==> config.mk <==
export PLATFORM = sky130hd
export DESIGN_NAME = pulse_counter_tx_flat
export DESIGN_NICKNAME = d
export VERILOG_FILES = /design/src/rtl/pulse_counter_tx_if.sv /design/src/rtl/pulse_counter_tx.sv /design/src/flat_wrapper.sv
export SDC_FILE = /design/constraint.sdc
export NUM_CORES = 1
export LEC_CHECK = 0
export CAP_MARGIN = 20
export CORE_AREA = 4 4 157 159
export DETAILED_ROUTE_END_ITERATION = 7
export DIE_AREA = 0 0 161 163
export HOLD_SLACK_MARGIN = 0.05
export PLACE_DENSITY = 0.82
export SLEW_MARGIN = 20
export SYNTH_ARGS = -nofsm -noshare
export SYNTH_HDL_FRONTEND = slang
export SYNTH_SLANG_ARGS = --single-unit
export TNS_END_PERCENT = 50
==> constraint.sdc <==
create_clock -name clk -period 5.04 [get_ports clk]
set_clock_uncertainty 0.05 [all_clocks]
set_input_delay 1.008 -clock clk [delete_from_list [all_inputs] [get_ports clk]]
set_output_delay 1.008 -clock clk [all_outputs]
set_load 0.05 [all_outputs]
==> src/rtl/pulse_counter_tx_if.sv <==
// Bus bundle for pulse_counter_tx: ADC samples, tick periods, enables and the UART outputs.
`timescale 1ns/1ps
interface pulse_counter_tx_if #(
   parameter int unsigned NUM_INPUTS = 2,
   parameter int unsigned DATA_WIDTH = 8,
   parameter int unsigned TIME_WIDTH = 32
);
   logic [NUM_INPUTS*DATA_WIDTH-1:0] in;
   logic [TIME_WIDTH-1:0]            sample_time;
   logic [TIME_WIDTH-1:0]            integration_time;
   logic                             sample_en;
   logic                             integration_en;
   logic                             transmit_en;
   logic                             sample_clk_pulse;
   logic                             integration_clk_pulse;
   logic                             tx;
   logic                             tx_busy;

   modport master (
      output in, sample_time, integration_time, sample_en, integration_en, transmit_en,
      input  sample_clk_pulse, integration_clk_pulse, tx, tx_busy
   );

   modport slave (
      input  in, sample_time, integration_time, sample_en, integration_en, transmit_en,
      output sample_clk_pulse, integration_clk_pulse, tx, tx_busy
   );
endinterface

==> src/rtl/pulse_counter_tx.sv <==
// Accumulating pulse counter with programmable tick generators and an 8N1 word serializer.
// Optional pairwise product lanes are enabled by defining CROSS_PRODUCTS_EN.
`timescale 1ns/1ps
module pulse_counter_tx_tick #(
   parameter int unsigned TIME_WIDTH = 32,
   parameter int unsigned STEP_NS    = 20
) (
   input  logic                  clk,
   input  logic                  rst_n,
   input  logic                  en_i,
   input  logic [TIME_WIDTH-1:0] period_i,
   output logic                  pulse_o
);
   localparam logic [TIME_WIDTH:0] STEP = (TIME_WIDTH+1)'(STEP_NS);

   logic [TIME_WIDTH-1:0] acc_q, acc_d;
   logic [TIME_WIDTH:0]   sum;
   logic                  hit;
   logic                  pulse_q;

   // One extra bit on the sum keeps the threshold compare free of wraparound.
   always_comb begin
      sum   = {1'b0, acc_q} + STEP;
      hit   = (sum >= {1'b0, period_i});
      acc_d = hit ? TIME_WIDTH'(sum - {1'b0, period_i}) : TIME_WIDTH'(sum);
   end

   always_ff @(posedge clk or negedge rst_n) begin
      if (!rst_n) begin
         acc_q   <= '0;
         pulse_q <= 1'b0;
      end else if (!en_i) begin
         acc_q   <= '0;
         pulse_q <= 1'b0;
      end else begin
         acc_q   <= acc_d;
         pulse_q <= hit;
      end
   end

   assign pulse_o = pulse_q;
endmodule

module pulse_counter_tx #(
   parameter int unsigned CLK_FREQUENCY = 50000000,
   parameter int unsigned BAUD_RATE     = 230400,
   parameter int unsigned NUM_INPUTS    = 2,
   parameter int unsigned DATA_WIDTH    = 8,
   parameter int unsigned RESOLUTION    = 12,
   parameter int unsigned TIME_WIDTH    = 32
) (
   input logic               clk,
   input logic               rst_n,
   pulse_counter_tx_if.slave bus
);
   localparam int unsigned STEP_NS = 1000000000 / CLK_FREQUENCY;
   localparam int unsigned BAUD_NS = 1000000000 / BAUD_RATE;
`ifdef CROSS_PRODUCTS_EN
   localparam int unsigned NUM_C = NUM_INPUTS * (NUM_INPUTS - 1) / 2;
`else
   localparam int unsigned NUM_C = 0;
`endif
   localparam int unsigned NUM_L = NUM_C + NUM_INPUTS;
   localparam int unsigned W     = RESOLUTION * NUM_L;
   localparam int unsigned NB    = (W + 7) / 8;
   localparam int unsigned SHW   = NB * 8;
   localparam int unsigned BCW   = $clog2(NB + 1);

   localparam logic [2:0] S_IDLE  = 3'd0;
   localparam logic [2:0] S_START = 3'd1;
   localparam logic [2:0] S_DATA  = 3'd2;
   localparam logic [2:0] S_STOP  = 3'd3;
   localparam logic [2:0] S_GAP   = 3'd4;

   logic sample_pulse, integ_pulse, baud_pulse;

   pulse_counter_tx_tick #(.TIME_WIDTH(TIME_WIDTH), .STEP_NS(STEP_NS)) u_sample_tick (
      .clk(clk), .rst_n(rst_n), .en_i(bus.sample_en),
      .period_i(bus.sample_time), .pulse_o(sample_pulse)
   );

   pulse_counter_tx_tick #(.TIME_WIDTH(TIME_WIDTH), .STEP_NS(STEP_NS)) u_integ_tick (
      .clk(clk), .rst_n(rst_n), .en_i(bus.integration_en),
      .period_i(bus.integration_time), .pulse_o(integ_pulse)
   );

   pulse_counter_tx_tick #(.TIME_WIDTH(TIME_WIDTH), .STEP_NS(STEP_NS)) u_baud_tick (
      .clk(clk), .rst_n(rst_n), .en_i(1'b1),
      .period_i(TIME_WIDTH'(BAUD_NS)), .pulse_o(baud_pulse)
   );

   assign bus.sample_clk_pulse      = sample_pulse;
   assign bus.integration_clk_pulse = integ_pulse;

   logic [NUM_L*DATA_WIDTH-1:0] lane_in;
   logic [W-1:0]                cnt_q, cnt_d;
   logic [W-1:0]                snap_q, snap_d;

   function automatic logic [RESOLUTION-1:0] sat_add(input logic [RESOLUTION-1:0] a,
                                                     input logic [DATA_WIDTH-1:0] b);
      logic [RESOLUTION:0] s;
      s = {1'b0, a} + (RESOLUTION+1)'(b);
      return s[RESOLUTION] ? '1 : s[RESOLUTION-1:0];
   endfunction

   always_comb begin
      lane_in = '0;
      for (int unsigned i = 0; i < NUM_INPUTS; i++)
         lane_in[(NUM_C+i)*DATA_WIDTH +: DATA_WIDTH] = bus.in[i*DATA_WIDTH +: DATA_WIDTH];
`ifdef CROSS_PRODUCTS_EN
      // Products are taken at DATA_WIDTH, so only the low bits survive.
      for (int unsigned i = 0; i < NUM_INPUTS; i++)
         for (int unsigned j = i + 1; j < NUM_INPUTS; j++)
            lane_in[(i*(2*NUM_INPUTS-i-3)/2+j-1)*DATA_WIDTH +: DATA_WIDTH] =
               bus.in[i*DATA_WIDTH +: DATA_WIDTH] * bus.in[j*DATA_WIDTH +: DATA_WIDTH];
`endif
   end

   // An integration tick restarts each lane from zero, folding in a coincident sample.
   always_comb begin
      cnt_d  = cnt_q;
      snap_d = integ_pulse ? cnt_q : snap_q;
      for (int unsigned n = 0; n < NUM_L; n++)
         cnt_d[n*RESOLUTION +: RESOLUTION] =
            sat_add(integ_pulse ? '0 : cnt_q[n*RESOLUTION +: RESOLUTION],
                    sample_pulse ? lane_in[n*DATA_WIDTH +: DATA_WIDTH] : '0);
   end

   always_ff @(posedge clk or negedge rst_n) begin
      if (!rst_n) begin
         cnt_q  <= '0;
         snap_q <= '0;
      end else begin
         cnt_q  <= cnt_d;
         snap_q <= snap_d;
      end
   end

   logic [2:0]     state_q, state_d;
   logic           tx_q, tx_d;
   logic [SHW-1:0] shift_q, shift_d;
   logic [2:0]     bit_q, bit_d;
   logic [BCW-1:0] byte_q, byte_d;

   always_comb begin
      state_d = state_q;
      tx_d    = tx_q;
      shift_d = shift_q;
      bit_d   = bit_q;
      byte_d  = byte_q;
      if (baud_pulse) begin
         case (state_q)
            S_IDLE: begin
               tx_d = 1'b1;
               if (bus.transmit_en) begin
                  shift_d = SHW'(snap_q);
                  byte_d  = '0;
                  tx_d    = 1'b0;
                  state_d = S_START;
               end
            end
            S_START: begin
               tx_d    = shift_q[0];
               shift_d = shift_q >> 1;
               bit_d   = '0;
               state_d = S_DATA;
            end
            S_DATA: begin
               if (bit_q == 3'd7) begin
                  tx_d    = 1'b1;
                  state_d = S_STOP;
               end else begin
                  tx_d    = shift_q[0];
                  shift_d = shift_q >> 1;
                  bit_d   = bit_q + 3'd1;
               end
            end
            S_STOP: begin
               tx_d = 1'b1;
               if (byte_q == BCW'(NB - 1)) begin
                  state_d = S_GAP;
               end else if (!bus.transmit_en) begin
                  state_d = S_IDLE;
               end else begin
                  byte_d  = byte_q + 1'b1;
                  tx_d    = 1'b0;
                  state_d = S_START;
               end
            end
            S_GAP: begin
               tx_d    = 1'b1;
               state_d = S_IDLE;
            end
            default: begin
               tx_d    = 1'b1;
               state_d = S_IDLE;
            end
         endcase
      end
   end

   always_ff @(posedge clk or negedge rst_n) begin
      if (!rst_n) begin
         state_q <= S_IDLE;
         tx_q    <= 1'b1;
         shift_q <= '0;
         bit_q   <= '0;
         byte_q  <= '0;
      end else begin
         state_q <= state_d;
         tx_q    <= tx_d;
         shift_q <= shift_d;
         bit_q   <= bit_d;
         byte_q  <= byte_d;
      end
   end

   assign bus.tx      = tx_q;
   assign bus.tx_busy = (state_q != S_IDLE);
endmodule

==> src/flat_wrapper.sv <==
// flat-port wrapper written by rule: the top's interface ports become plain ports
module pulse_counter_tx_flat 
#(
   parameter int unsigned CLK_FREQUENCY = 50000000,
   parameter int unsigned BAUD_RATE     = 230400,
   parameter int unsigned NUM_INPUTS    = 2,
   parameter int unsigned DATA_WIDTH    = 8,
   parameter int unsigned RESOLUTION    = 12,
   parameter int unsigned TIME_WIDTH    = 32
)
  (clk, rst_n, bus_in, bus_sample_time, bus_integration_time, bus_sample_en, bus_integration_en, bus_transmit_en, bus_sample_clk_pulse, bus_integration_clk_pulse, bus_tx, bus_tx_busy);
  pulse_counter_tx_if #(.NUM_INPUTS(NUM_INPUTS), .DATA_WIDTH(DATA_WIDTH), .TIME_WIDTH(TIME_WIDTH)) bus_i ();
  input logic clk;
  input logic rst_n;
  input wire logic [$bits(bus_i.in)-1:0] bus_in;
  input wire logic [$bits(bus_i.sample_time)-1:0] bus_sample_time;
  input wire logic [$bits(bus_i.integration_time)-1:0] bus_integration_time;
  input wire logic [$bits(bus_i.sample_en)-1:0] bus_sample_en;
  input wire logic [$bits(bus_i.integration_en)-1:0] bus_integration_en;
  input wire logic [$bits(bus_i.transmit_en)-1:0] bus_transmit_en;
  output wire logic [$bits(bus_i.sample_clk_pulse)-1:0] bus_sample_clk_pulse;
  output wire logic [$bits(bus_i.integration_clk_pulse)-1:0] bus_integration_clk_pulse;
  output wire logic [$bits(bus_i.tx)-1:0] bus_tx;
  output wire logic [$bits(bus_i.tx_busy)-1:0] bus_tx_busy;
  assign bus_i.in = bus_in;
  assign bus_i.sample_time = bus_sample_time;
  assign bus_i.integration_time = bus_integration_time;
  assign bus_i.sample_en = bus_sample_en;
  assign bus_i.integration_en = bus_integration_en;
  assign bus_i.transmit_en = bus_transmit_en;
  assign bus_sample_clk_pulse = bus_i.sample_clk_pulse;
  assign bus_integration_clk_pulse = bus_i.integration_clk_pulse;
  assign bus_tx = bus_i.tx;
  assign bus_tx_busy = bus_i.tx_busy;
  pulse_counter_tx #(.CLK_FREQUENCY(CLK_FREQUENCY), .BAUD_RATE(BAUD_RATE), .NUM_INPUTS(NUM_INPUTS), .DATA_WIDTH(DATA_WIDTH), .RESOLUTION(RESOLUTION), .TIME_WIDTH(TIME_WIDTH)) u_core (.clk(clk), .rst_n(rst_n), .bus(bus_i));
endmodule
## Word-level counts from Yosys, hierarchy flattened

Index checks and enable logic that the tools add are counted.
W data, S select, Z words.

| word-level totals | value |
|---|---|
| memories kept | 0 |
| bits in latches | 0 |
| ROM bits | 0 |
| RAM bits | 0 |
| output and inout port bits | 4 |
| bits in registers | 180 |

| cells by class | value |
|---|---|
| add/subtract/negate cells | 10 |
| equal/unequal tests | 10 |
| div/mod/pow operators | 0 |
| shift-type cells | 0 |
| bitwise logic cells | 0 |
| mux-type cells | 31 |
| reduce and logical (&&, ||, !) cells | 9 |
| magnitude comparators | 3 |
| multipliers | 0 |

Operators with widths:

| cell | count |
|---|---|
| $mux W32 | 5 |
| $add A32 B5 Y33 const B | 3 |
| $pmux W24 S3 | 1 |
| $ge A33 B32 Y1 | 2 |
| $sub A32 B32 Y32 | 2 |
| $mux W12 | 4 |
| $mux W24 | 2 |
| $ge A33 B13 Y1 const B | 1 |
| $sub A32 B13 Y32 const B | 1 |
| $add A12 B8 Y13 | 2 |
| $mux W8 | 2 |
| $mux W3 | 4 |
| $pmux W3 S4 | 1 |
| $ne A2 B2 Y1 const B | 4 |
| $eq A3 B2 Y1 const B | 2 |
| $mux W1 | 6 |
| $mux W2 | 3 |
| $pmux W3 S2 | 1 |
| $reduce_and A3 Y1 | 2 |
| $reduce_bool A3 Y1 | 2 |
| $reduce_and A5 Y1 | 1 |
| $pmux W1 S4 | 1 |
| $pmux W2 S2 | 1 |
| $reduce_and A4 Y1 | 1 |
| other kinds (8) | 9 |

## Logic depth before layout (Yosys ltp)

| depth | value |
|---|---|
| depth in word-level cells | 4 |
| mapped depth | 20 |

## Modules after synthesis

A second synthesis with hierarchy kept.

| unflattened totals | value |
|---|---|
| cell total of the unflattened synthesis | 1,864 |
| area total of the unflattened synthesis | 15,652.5 um^2 |

By module, submodules not included:

| module | area each (um^2) | seq. area each (um^2) | cells an instance | instances |
|---|---|---|---|---|
| pulse_counter_tx | 4,337.9 | 2,028.2 | 421 | 1 |
| pulse_counter_tx_tick at u_core.u_integ_tick | 3,824.9 | 825.8 | 509 | 1 |
| pulse_counter_tx_tick at u_core.u_sample_tick | 3,809.9 | 825.8 | 473 | 1 |
| pulse_counter_tx_tick at u_core.u_baud_tick | 3,679.8 | 825.8 | 461 | 1 |

## Worst setup path after synthesis

OpenSTA, ideal clock, no wires.

| timing | value |
|---|---|
| kind | reg2reg |
| start point | register u_core.u_integ_tick.acc_q[8] |
| end point | register u_core.u_integ_tick.acc_q[28] |
| slack | 0.805 ns |
| clock period less this slack | 4.235 ns |
| stages on the path, launching flop included | 19 |
| path buffers | 2 |
| required time | 4.874 ns |
| setup time | 0.116 ns |
| data arrival time | 4.070 ns |
| path through | dfrtp_1 -> nand4_1 -> or2_2 -> or3_1 -> clkbuf_1 -> or3_1 -> xnor2_1 -> ha_1 -> inv_1 -> nor4_1 -> nand2_1 -> a21oi_1 -> a221oi_1 -> nor3b_1 -> a311oi_2 -> buf_2 -> nor4_1 -> a31oi_1 -> o311ai_0 |

| between the ends | value |
|---|---|
| word-level cells in the longest chain between the ends | 4 |
| elaborated cells on any way between the ends | 5 |

RTL lines:

| what | line | source |
|---|---|---|
| start: declaration | pulse_counter_tx.sv:16 | `logic [TIME_WIDTH-1:0] acc_q, acc_d;` |
| start signal: assignment | pulse_counter_tx.sv:30 | `acc_q <= '0;` |
| start signal: assignment | pulse_counter_tx.sv:33 | `acc_q <= '0;` |
| start signal: assignment | pulse_counter_tx.sv:36 | `acc_q <= acc_d;` |
| $add A32 B5 Y33 * | pulse_counter_tx.sv:23 | `sum = {1'b0, acc_q} + STEP;` |
| $sub A32 B32 Y32 or $ge A33 B32 Y1 (tied branches) | pulse_counter_tx.sv:25, pulse_counter_tx.sv:24 |  |
| $mux W32 * | pulse_counter_tx.sv:25 | `acc_d = hit ? TIME_WIDTH'(sum - {1'b0, period_i}) : TIME_WIDTH'(sum);` |
| $mux W32 * | pulse_counter_tx.sv:32 | `end else if (!en_i) begin` |

Every way passes the cells marked *; elsewhere a longest branch is shown, timed or not.
A chain may end at the register's enable or synchronous reset.

## Worst setup path after layout

| timing | value |
|---|---|
| start point | register u_core.u_sample_tick.acc_q[9] |
| end point | register u_core.u_sample_tick.acc_q[27] |

| between the ends | value |
|---|---|
| word-level cells in the longest chain between the ends | 4 |
| elaborated cells on any way between the ends | 5 |

RTL lines:

| what | line |
|---|---|
| start: declaration | pulse_counter_tx.sv:16 |
| start signal: assignment | pulse_counter_tx.sv:30 |
| start signal: assignment | pulse_counter_tx.sv:33 |
| start signal: assignment | pulse_counter_tx.sv:36 |
| $add A32 B5 Y33 * | pulse_counter_tx.sv:23 |
| $sub A32 B32 Y32 or $ge A33 B32 Y1 (tied branches) | pulse_counter_tx.sv:25, pulse_counter_tx.sv:24 |
| $mux W32 * | pulse_counter_tx.sv:25 |
| $mux W32 * | pulse_counter_tx.sv:32 |

Marked as above.

==> impl_summary.md <==
Cells and area
The fraction of final layout cells with drive strength greater than 1 is under 10%. The number of fill cells is about 1900. The antenna diode instance count is 0. The signed area change from the synthesized netlist to the final layout is 13.30%. In the final design database the tool counted around 1900 nets. The number of non-filler instances in the completed layout is 2017.

Die
The core region is about 0.023 mm^2. During I/O placement, the number of pins put on the boundary was 89. In this run the core area contains 56 standard-cell rows. The total die area is 0.02624 mm^2.

The die is 161 um wide. The effective utilization at floorplan is around 59%. The die extent in y is about 160 um.

Power
The internal portion of the total power is approximately 2300 uW. In this run the static leakage power is approximately 0.0075 uW. The share of total power dissipated in sequential elements is ~45%. Of the total power, the share spent switching nets is approximately 29%. For this design the total switching power over the nets is 947.0 uW. The worst IR drop on VDD is 0.0001878 V.

Combinational logic is responsible for about 14% of the overall power. The proportion of power drawn by the clock network is 41.5%. Power spread over the standard cell area amounts to between 200 and 250 mW/mm^2.

Synth
For this run, asynchronously set or reset flops after synthesis account for between 90% and 100%. The portion of netlist area occupied by mux cells is under 10%. The biggest area contributor in the post-synthesis netlist is dfrtp_1. After synthesis, the largest family of logic cells by area is simple AND/OR/NAND/NOR gates.

The post-synthesis instance area is 0.01373 mm^2. The number of flip-flops and latches in the synthesized netlist is about 180. The sequential cell area fraction in the yosys report is 32.46%. When the netlist entered floorplanning its net count stood at 1793.

The average size of a mapped cell is 8.490 um^2. Summing the areas of all and, or, nand and nor instances in the mapped netlist gives between 20% and 30% of the synthesized area. The number of warning messages in the yosys log is 0. The xor and xnor area share after synthesis is 11.04%.

The fraction of the mapped netlist area in compound gates is 15.96%. After synthesis, the largest area contributor takes up 32.26% of total cell area. The count of flip-flops with a built-in enable after synthesis is 0. The commonest register cell after synthesis is dfrtp_1. Ranked by total cell area, the synthesized netlist is headed by dfrtp_1, ha_1, xnor2_1.

The synthesized netlist devotes 8.513% of its cell area to adder and majority cells. The number of different library cells used by synthesis comes to 82. In the synthesized netlist, the number of instances is ~1600.

CTS
TritonCTS built the clock tree. Clock tree synthesis found a total of 178 sinks. The maximum buffer depth of the clock tree is 2.

The count of H-tree levels built during CTS is 4. CTS placed an instance of clkbuf_16 at the clock tree root. The clock latency reported for the late side of the worst-skew pair is about 0.44 ns. Clock tree synthesis inserted a total of 17 buffers. For this design, the CTS-stage hold fixing added 0 buffers. After clock tree synthesis, the clock-pin slew on the worst setup and hold paths is ~0.090 ns.

Timing
After layout, the worst path uses around 95% of the clock period. The post-route worst setup slack is approximately 0.25 ns. Setup repair after global routing could not meet its margin everywhere. Setup violations remaining at the end of the flow were counted as 0. The total count of hold-check failures in the final report is 0. Derived from the worst setup path, the maximum achievable clock frequency is 0.2087 GHz.

The routed design could run at a clock period as short as 4.791 ns. The transition time of the tightest slew-check pin is approximately 1.0 ns. The max-slew violation total from the final report is 0. Headroom to the max-slew limit came out at approximately 33%.

GRT
Entering global routing, the biggest net connects 98 pins. The first-pass GRT wire length is 51.55 mm. The initial antenna violation count is 0. The via count of the first global-routing pass was about 11000. The overflow left after global routing is 0. The overall global routing resource usage is 23.36%.

Route
The antenna violation net count after detailed routing is 0. The final layout contains routed wiring with a total length of 30.53 mm. The first TritonRoute pass finished after 5 iterations. After detailed routing, the number of vias per cell comes to around 5.8.

Dividing the detail-routed wire length by the instance count gives roughly 15 um. Across all layers, the routed design uses roughly 12000 vias. The initial detailed-routing violation count is a little under 900.

In the routed design, unresolved DRC markers number 0.

Place
At the end of routability-driven placement, the weighted congestion stood at 0.9327. The placed wire-length estimate after detailed placement is between 20 and 25 mm. The setup slack after placement is about 0.15 ns. The total of buffers placed on input and output ports is 88. In this run, placement finished with an instance count of 1985.

Setup path
The endpoint required time on the critical path is roughly 5.4 ns. At the worst endpoint, the arrival time is 5.10 ns. The kind of end point of the critical path is a flop.

The critical path class is reg2reg. The largest fanout on the critical path is 13. The startpoint class of the critical path is a flop.

Measured in cells, the most critical reg-to-reg path has a length of 14.

Job
The number of maximum-capacitance constraint violations is 0.

Status
The flow ran to the end, and the final reports show no timing, DRC or antenna violations.

Hold path
The cell count of the worst hold path is 2. The min-delay analysis places its worst path in the category reg2reg.
metrics by stage:
step / hold slack, ns / cell area (um^2) / util [%] / TNS, ns / power [uW]
2_1_floorplan: 0.4038 / 13730 / - / 0 / 1780
5_1_grt: 0.4695 / 15550 / 66.86 / -0.03251 / 3441
6_report: 0.4467 / 15550 / 66.86 / 0 / 3290
3_5_place_dp: 0.4350 / 14910 / 64.11 / 0 / 1948
3_3_place_gp: 0.4191 / 14910 / 64.11 / 0 / 1939
4_1_cts: 0.4516 / 15530 / 66.77 / 0 / 3316
cells by family (layout without fill, tap and decap cells):
group / after synthesis / in the layout
simple gates: 589 / 589
compound gates: 348 / 348
flops: 178 / 178
xor+xnor: 173 / 173
buf+inv: 170 / 251
fa+ha+maj: 91 / 91
mux: 68 / 68
timing repair:
action / in CTS / in global routing
buffers inserted: 0 / 0
gates resized for setup: 0 / 7
endpoints found under the setup margin: 0 / 25
hold endpoints to repair: 0 / 0
flip-flops by register name, indices dropped and copies added (netlist names):
signal and cells:
u_core.u_baud_tick.acc_q 30, u_core.state_q 3, u_core.snap_q 24, u_core.byte_q 2, u_core.shift_q 24, u_core.u_baud_tick.pulse_o 1
u_core.u_integ_tick.pulse_o 1, u_core.u_sample_tick.pulse_o 1, u_core.cnt_q 24, u_core.bus.tx 1, u_core.u_integ_tick.acc_q 32, u_core.bit_q 3
u_core.u_sample_tick.acc_q 32
cell usage in the layout (no fill, tap or decap), types with 6 or more instances in the layout:
master / n
a21o_1: 28
inv_1: 113
xor2_1: 65
mux2i_1: 42
nand2_1: 160
nand3_1: 51
clkdlybuf4s50_1: 85
o211ai_1: 6
buf_4: 15
o21ai_0: 89
or2_2: 6
and3_1: 29
nor4_1: 8
a21boi_0: 7
and4_1: 10
o31ai_1: 6
dfrtp_1: 176
nand2b_1: 20
xnor2_1: 108
o21a_1: 11
nand4_1: 27
o21bai_1: 11
nor2_1: 108
a31oi_1: 19
nor2b_1: 52
mux2_2: 26
nor3_1: 32
clkbuf_16: 17
and2_1: 47
or3_1: 7
a21oi_1: 111
ha_1: 87
power by group through the flow:
stage | Sequential (uW) | Combinational (uW) | Clock [uW]
after global routing | 1470 | 508 | 1460
final | 1470 | 456 | 1360
after global placement | 1500 | 442 | 0
after CTS | 1470 | 455 | 1390
after detailed placement | 1500 | 450 | 0
after floorplan | 1490 | 287 | 0
cell type report:
cell class | count | area (um^2) | share of cell area [%]
inverters | 116 | 439.2 | 2.824
clock inverters | 15 | 192.7 | 1.239
well taps | 319 | 399.1 | 2.566
flip-flops and latches | 178 | 4457 | 28.65
clock buffers | 17 | 425.4 | 2.735
repair buffers | 103 | 984.7 | 6.331
multi-input cells | 1269 | 8656 | 55.65
final timing paths:
| kind | start | slack, ns | endpoint |
|---|---|---|---|
| worst max-delay path | u_core.u_sample_tick.acc_q[9] | 0.25 | u_core.u_sample_tick.acc_q[27] |
| worst min-delay path | u_core.bus.tx | 0.45 | u_core.bus.tx |
| worst max register to register | u_core.u_sample_tick.acc_q[9] | 0.25 | u_core.u_sample_tick.acc_q[27] |
| worst min register to register | u_core.bus.tx | 0.45 | u_core.bus.tx |
| max in group asynchronous | rst_n | 3.28 | u_core.shift_q[10] |
| min in group asynchronous | rst_n | 0.55 | u_core.u_sample_tick.acc_q[9] |
cells in the mapped netlist, drive strengths merged, types with 4 or more instances:
cell type / count
or3: 8
nand2b: 20
inv: 115
nand4: 27
nand3b: 5
and4: 10
xnor2: 108
a31oi: 19
nand2: 162
xor2: 65
clkbuf: 39
o311ai: 4
nand3: 53
and2: 47
nor3: 33
a221oi: 5
nor2: 110
or2: 6
mux2: 26
buf: 15
fa: 4
ha: 87
a21boi: 9
o31ai: 6
and3: 29
a21oi: 113
a21o: 28
nor2b: 52
o21bai: 11
a211o: 4
dfrtp: 177
o21ai: 90
mux2i: 42
o211ai: 8
o211a: 5
o41ai: 4
a211oi: 5
nor4: 14
nor3b: 4
o21a: 11
routing by layer:
metal	vias up	share of wire (%)	GRT usage [%]
li1	5759	-	-
met1	5506	47	31.59
met2	298	47	39.50
met3	52	3.9	3.012
met4	0	1.9	7.018
met5	-	0	0
worst max-delay path: stages, from the launching register on:
cell and delay (ns):
dfrtp_1 0.44, nand4_1 0.26, nor4_1 0.72, nand4_1 0.20, xnor2_1 0.18, ha_1 0.42
nand3_1 0.11, nor3_1 0.32, o311ai_0 0.31, a41oi_1 0.39, nand4_1 0.12, and4_1 0.27
buf_4 0.20, or4b_2 0.63, nand3_1 0.09
(Power assumes the default switching activity.)
